<file path="src/rtl/ifu_fetch.sv">
// ifu_fetch: instruction fetch unit in front of the single-cycle core.
// One outstanding imem request; captured word held on a valid/ready output.
module ifu_fetch #(
    parameter logic [31:0] NOP_INST = 32'h00000013
) (
    input  logic        clk,
    input  logic        rst,
    input  logic [31:0] fetch_pc,
    input  logic        redirect,
    output logic        imem_req_valid,
    input  logic        imem_req_ready,
    output logic [31:0] imem_req_addr,
    input  logic        imem_rsp_valid,
    input  logic [31:0] imem_rsp_data,
    input  logic        imem_rsp_err,
    output logic        inst_valid,
    input  logic        inst_ready,
    output logic [31:0] inst,
    output logic [31:0] inst_pc,
    output logic [1:0]  inst_fault,
    output logic [31:0] fetch_count
);

    typedef enum logic [1:0] {
        REQ,
        WAIT,
        DRAIN,
        HOLD
    } state_t;

    state_t      state_q;
    state_t      state_d;
    logic [31:0] inst_q;
    logic [31:0] inst_d;
    logic [31:0] pc_q;
    logic [1:0]  fault_q;
    logic [1:0]  fault_d;
    logic [31:0] count_q;
    logic        cap_pc;
    logic        cap_inst;
    logic        consume;
    logic        aligned;

    assign aligned        = (fetch_pc[1:0] == 2'b00);
    assign imem_req_valid = (state_q == REQ) && aligned && !redirect;
    assign imem_req_addr  = fetch_pc;
    assign inst_valid     = (state_q == HOLD);
    assign inst           = inst_q;
    assign inst_pc        = pc_q;
    assign inst_fault     = fault_q;
    assign fetch_count    = count_q;

    // State register.
    always_ff @(posedge clk or posedge rst) begin
        if (rst) begin
            state_q <= REQ;
        end else begin
            state_q <= state_d;
        end
    end

    // Next state and capture controls.
    always_comb begin
        state_d  = state_q;
        cap_pc   = 1'b0;
        cap_inst = 1'b0;
        consume  = 1'b0;
        inst_d   = inst_q;
        fault_d  = fault_q;
        unique case (state_q)
            REQ: begin
                if (!redirect) begin
                    if (!aligned) begin
                        state_d  = HOLD;
                        cap_pc   = 1'b1;
                        cap_inst = 1'b1;
                        inst_d   = NOP_INST;
                        fault_d  = 2'b01;
                    end else if (imem_req_ready) begin
                        state_d = WAIT;
                        cap_pc  = 1'b1;
                    end
                end
            end
            WAIT: begin
                if (imem_rsp_valid) begin
                    if (redirect) begin
                        state_d = REQ;
                    end else begin
                        state_d  = HOLD;
                        cap_inst = 1'b1;
                        inst_d   = imem_rsp_err ? NOP_INST
                                                : imem_rsp_data;
                        fault_d  = imem_rsp_err ? 2'b10 : 2'b00;
                    end
                end else if (redirect) begin
                    state_d = DRAIN;
                end
            end
            DRAIN: begin
                if (imem_rsp_valid) begin
                    state_d = REQ;
                end
            end
            HOLD: begin
                if (inst_ready) begin
                    state_d = REQ;
                    consume = 1'b1;
                end else if (redirect) begin
                    state_d = REQ;
                end
            end
            default: begin
                state_d = REQ;
            end
        endcase
    end

    // Output holding registers and consumed-instruction counter.
    always_ff @(posedge clk or posedge rst) begin
        if (rst) begin
            inst_q  <= NOP_INST;
            pc_q    <= 32'h0;
            fault_q <= 2'b00;
            count_q <= 32'h0;
        end else begin
            if (cap_pc) begin
                pc_q <= fetch_pc;
            end
            if (cap_inst) begin
                inst_q  <= inst_d;
                fault_q <= fault_d;
            end
            if (consume) begin
                count_q <= count_q + 32'd1;
            end
        end
    end

endmodule

</file>
<file path="config.mk">
export PLATFORM = sky130hd
export DESIGN_NAME = ifu_fetch
export DESIGN_NICKNAME = d
export VERILOG_FILES = /design/src/rtl/ifu_fetch.sv
export SDC_FILE = /design/constraint.sdc
export NUM_CORES = 1
export LEC_CHECK = 0
export CORE_UTILIZATION = 42
export CTS_CLUSTER_DIAMETER = 50
export CTS_CLUSTER_SIZE = 24
export DETAILED_ROUTE_END_ITERATION = 16
export PLACE_DENSITY_LB_ADDON = 0.3
export SETUP_SLACK_MARGIN = 0.4
export SYNTH_ARGS = -nofsm -noshare
export SYNTH_HDL_FRONTEND = slang
export SYNTH_SLANG_ARGS = --single-unit
export TNS_END_PERCENT = 5
</file>
<file path="constraint.sdc">
create_clock -name clk -period 4.6 [get_ports clk]
set_clock_uncertainty 0.1 [all_clocks]
set_input_delay 1.15 -clock clk [delete_from_list [all_inputs] [get_ports clk]]
set_output_delay 1.15 -clock clk [all_outputs]
set_load 0.02 [all_outputs]
</file>
Yosys cells after proc, flatten, opt, wreduce, memory -nomap -nowiden --
Index checks and enable logic that the tools add are counted.
Word-level totals: register bits after elaboration 100, bits of input ports 71, output and inout port bits 132, logic and storage cells 58
Cells by class: $add $sub $neg 1, eq/ne operators 11, multiplexer cells 33, reductions and logical operators 8
Operators by type and width (number):
- $mux 32 | 5
- $pmux 32 s2 | 1
- $add 32x1->32 const B | 1
- $mux 2 | 14
- $mux 1 | 10
- $ne 2x2->1 const B | 5
- $pmux 2 s4 | 1
- $ne 3x3->1 const B | 2
- $reduce_and 6->1 | 1
- $reduce_and 5->1 | 1
- $eq 2x2->1 const B | 2
- $logic_not 2->1 | 2
- $pmux 2 s2 | 1
- $ne 3x2->1 const B | 1
- $eq 2x1->1 const B | 1
- $logic_and 1x1->1 | 2
- $pmux 1 s2 | 1
- $reduce_bool 2->1 | 1
- $logic_not 1->1 | 1

Logic depth before layout (Yosys ltp) --
depth in word-level cells 5, mapped depth 6, mapped depth without buffers 5

Least setup slack after synthesis --
OpenSTA, ideal clock, no wires.
path kind input to output, start point input redirect, end point output imem_req_valid, arrival 1937 ps, data required time 3350 ps, slack 1413 ps, stages on the path 2, buffers on the path 0, cell sequence or3_1 nor3_1
Between the ends: word-level cells in the longest chain between the ends 2
RTL lines:
- start, declared | RTL line 9 | input logic redirect,
- $logic_not 1->1
- $logic_and 1x1->1 | RTL line 45 | assign imem_req_valid = (state_q == REQ) && aligned && !redirect;
- end, declared | RTL line 10 | output logic imem_req_valid,
No other way between the ends.

Worst setup path after layout --
Same ends and word-level chain as after synthesis.

==> impl_metrics.tcl <==
set metrics [dict create \
    finalHoldViolations 0 \
    worstPathCellList "clkdlybuf4s50_1 > or3_1 > nor3_1 > clkdlybuf4s50_1" \
    setup_viol 0 \
    drt_wl_total_um 10600 \
    cts_buffer_depth 2 \
    yosysWarnings 0 \
    crit_path_frequent_cell "clkdlybuf4s50_1" \
    hpwl_um 7630 \
    antenna_found_initial 0 \
    synthArstFlopShare 1.00 \
    drt_pass1_iterations 4 \
    synth_top_family_by_area "simple AND/OR/NAND/NOR gates" \
    gr-total-overflow 0 \
    syn_area_per_cell_um2 11.2 \
    die_h_um 105 \
    synth-compound-area-share 0.0588 \
    slowest_delay_ns 0.67 \
    fmax_mhz 248 \
    startpoint_type "input port" \
    cp.required_ns 3.35 \
    synth_edf_count 0 \
    clockRootBuffer "clkbuf_8" \
    fin_total_pwr_mw 3.14 \
    relSlewSlack 0.588 \
    syn_inst 396 \
    hold_path.class "reg2reg" \
    synth_area_um2 4420 \
    clkLatencyLatePin_ns 0.35 \
    ys_seq_area_frac 0.567 \
    coreArea_um2 10300 \
    layout_common_cells "202 x clkdlybuf4s50_1, 97 x dfrtp_1, 41 x nand3_1" \
    arrival_ns 2.78 \
    clock-sinks 100 \
    placed_cell_area_um2 6370 \
    design_area_um2 6580 \
    setup_tns_ns 0 \
    grt_use_total 0.197 \
    pin_count 203 \
    cts_tree "built" \
    drcViolationCount 0 \
    finalNetCount 640 \
    synth_xor_area_frac 0.0614 \
    slew_violations 0 \
    via_count 3438 \
    drive_above_1_share 0.0963 \
    cp.buffers_inverters 2 \
    status "complete, no violations" \
    p_per_area_nw_per_um2 478 \
    first_global_vias 3478 \
    cts.clk_slew.worst_paths_ns 0.08 \
    diodes 0 \
    synth_nets 468 \
    drt-vias-per-instance 4.86 \
    ys_types 37 \
    synthToLayoutAreaGrowth_pct 48.8 \
    min_period_ns 4.03 \
    peakVddDrop_uv 323 \
    drtIter0Drc 102 \
    synth.mux.area_fraction 0.0764 \
    gp_congestion 0.727 \
    wl_per_cell_um 14.9 \
    crit_fanout 2 \
    start_util 0.430 \
    cts_setup_buffers 0 \
    drv_cap 0 \
    synth-adder-area-share 0.00283 \
    numCtsBuffers 9 \
    ctsHoldBuffers 0 \
    period_share 0.877 \
    worstSetupPathType "in2out" \
    die_width_um 105 \
    htree_levels 3 \
    grt_pass1_wl_um 17000 \
    leakage_nw 2.70 \
    setup_ws_ns 0.567 \
    synthSimpleGateAreaFrac 0.127 \
    place_ws_ns 0.577 \
    end_kind "primary output" \
    rsz0062_at_grt "false" \
    final_common_cell "clkdlybuf4s50_1" \
    cts.repair.resized 0 \
    worst_hold_slack_ns 0.383 \
    ant_nets 0 \
    crit_family "buffers and inverters" \
    synth_ff_type "dfrtp_1" \
    rows 37 \
    tightest_slew_ns 0.613 \
    grt_max_degree 87 \
    synth-seq-cells 100 \
    io_buffer_count 202 \
    design.die.area_um2 10900 \
    cp_slowest_cell "clkdlybuf4s50_1" \
]
## stage by stage
stage / util / std cells
2_1_floorplan: - / 396
3_3_place_gp: 0.620 / 693
6_report: 0.640 / 707
3_5_place_dp: 0.620 / 693
5_1_grt: 0.640 / 707
4_1_cts: 0.640 / 707
## worst register-to-register path: stages (launching register included)
cell and delay [ns]:
dfrtp_1 0.67, nand4_1 0.28, nor4_4 0.66, nand4_1 0.20
xnor2_1 0.17
## flip-flops by register name, summed over array words and instances, names as in the netlist
register,cells
inst_pc,32
inst_fault,2
inst,32
fetch_count,32
state_q,2
## cell families after synthesis
logic type | count (synthesis)
muxes | 30
AOI/OAI and AO/OA | 46
adders and majority gates | 1
DFF | 100
xor gates and xnor gates | 31
and+or+nand+nor | 103
buffers and inverters | 85
## power by group
group | internal, mW | switching, mW
clock network | 0.316 | 0.289
registers | 1.11 | 0.151
logic | 0.643 | 0.636
## synthesized netlist by cell type, types with 2 or more instances
cell      count  area share
dfrtp_1      97        0.55
nand3_1      41       0.046
inv_1        37       0.031
buf_4        34       0.058
o21ai_0      33       0.037
xnor2_1      25       0.050
mux2_2       23       0.059
nand2_1      14       0.012
nand4_1      13       0.018
nor2_1        9      0.0076
clkbuf_1      8      0.0068
nor3_1        8      0.0091
mux2_1        7       0.018
xor2_1        6       0.012
and3_1        5      0.0071
a21oi_1       3      0.0034
a31oi_1       3      0.0042
and4_1        3      0.0059
buf_2         3      0.0034
buf_6         3      0.0076
dfstp_2       3       0.018
a22o_1        2      0.0040
or3_1         2      0.0028
## cell type report
type	instances	area (um2)
clock buffer	10	138
clock inverter	4	75.1
fill	837	3700
inverter	37	141
multi-input combinational	211	1460
sequential	100	2510
tap	136	170
timing repair buffer	209	2090
## routing by layer
metal / vias to the layer above / track usage / part of all wire
li1: 1651 / - / -
met1: 1660 / 0.240 / 0.41
met2: 119 / 0.334 / 0.51
met3: 8 / 0.0674 / 0.068
met4: 0 / 0.0473 / 0.0088
met5: - / 0 / 0
## worst paths after layout
check                                start               to  slack (ns)  depth (start not counted)
max                               redirect   imem_req_valid        0.57                          4
min                        fetch_count[31]  fetch_count[31]        0.38                          1
max reg2reg                     state_q[1]  fetch_count[28]        2.41                          4
min reg2reg                fetch_count[31]  fetch_count[31]        0.38                          1
max in group asynchronous              rst          inst[4]        2.70                          3
min in group asynchronous              rst      inst_pc[13]        0.96                          2
Power figures use the tool's default switching activity.
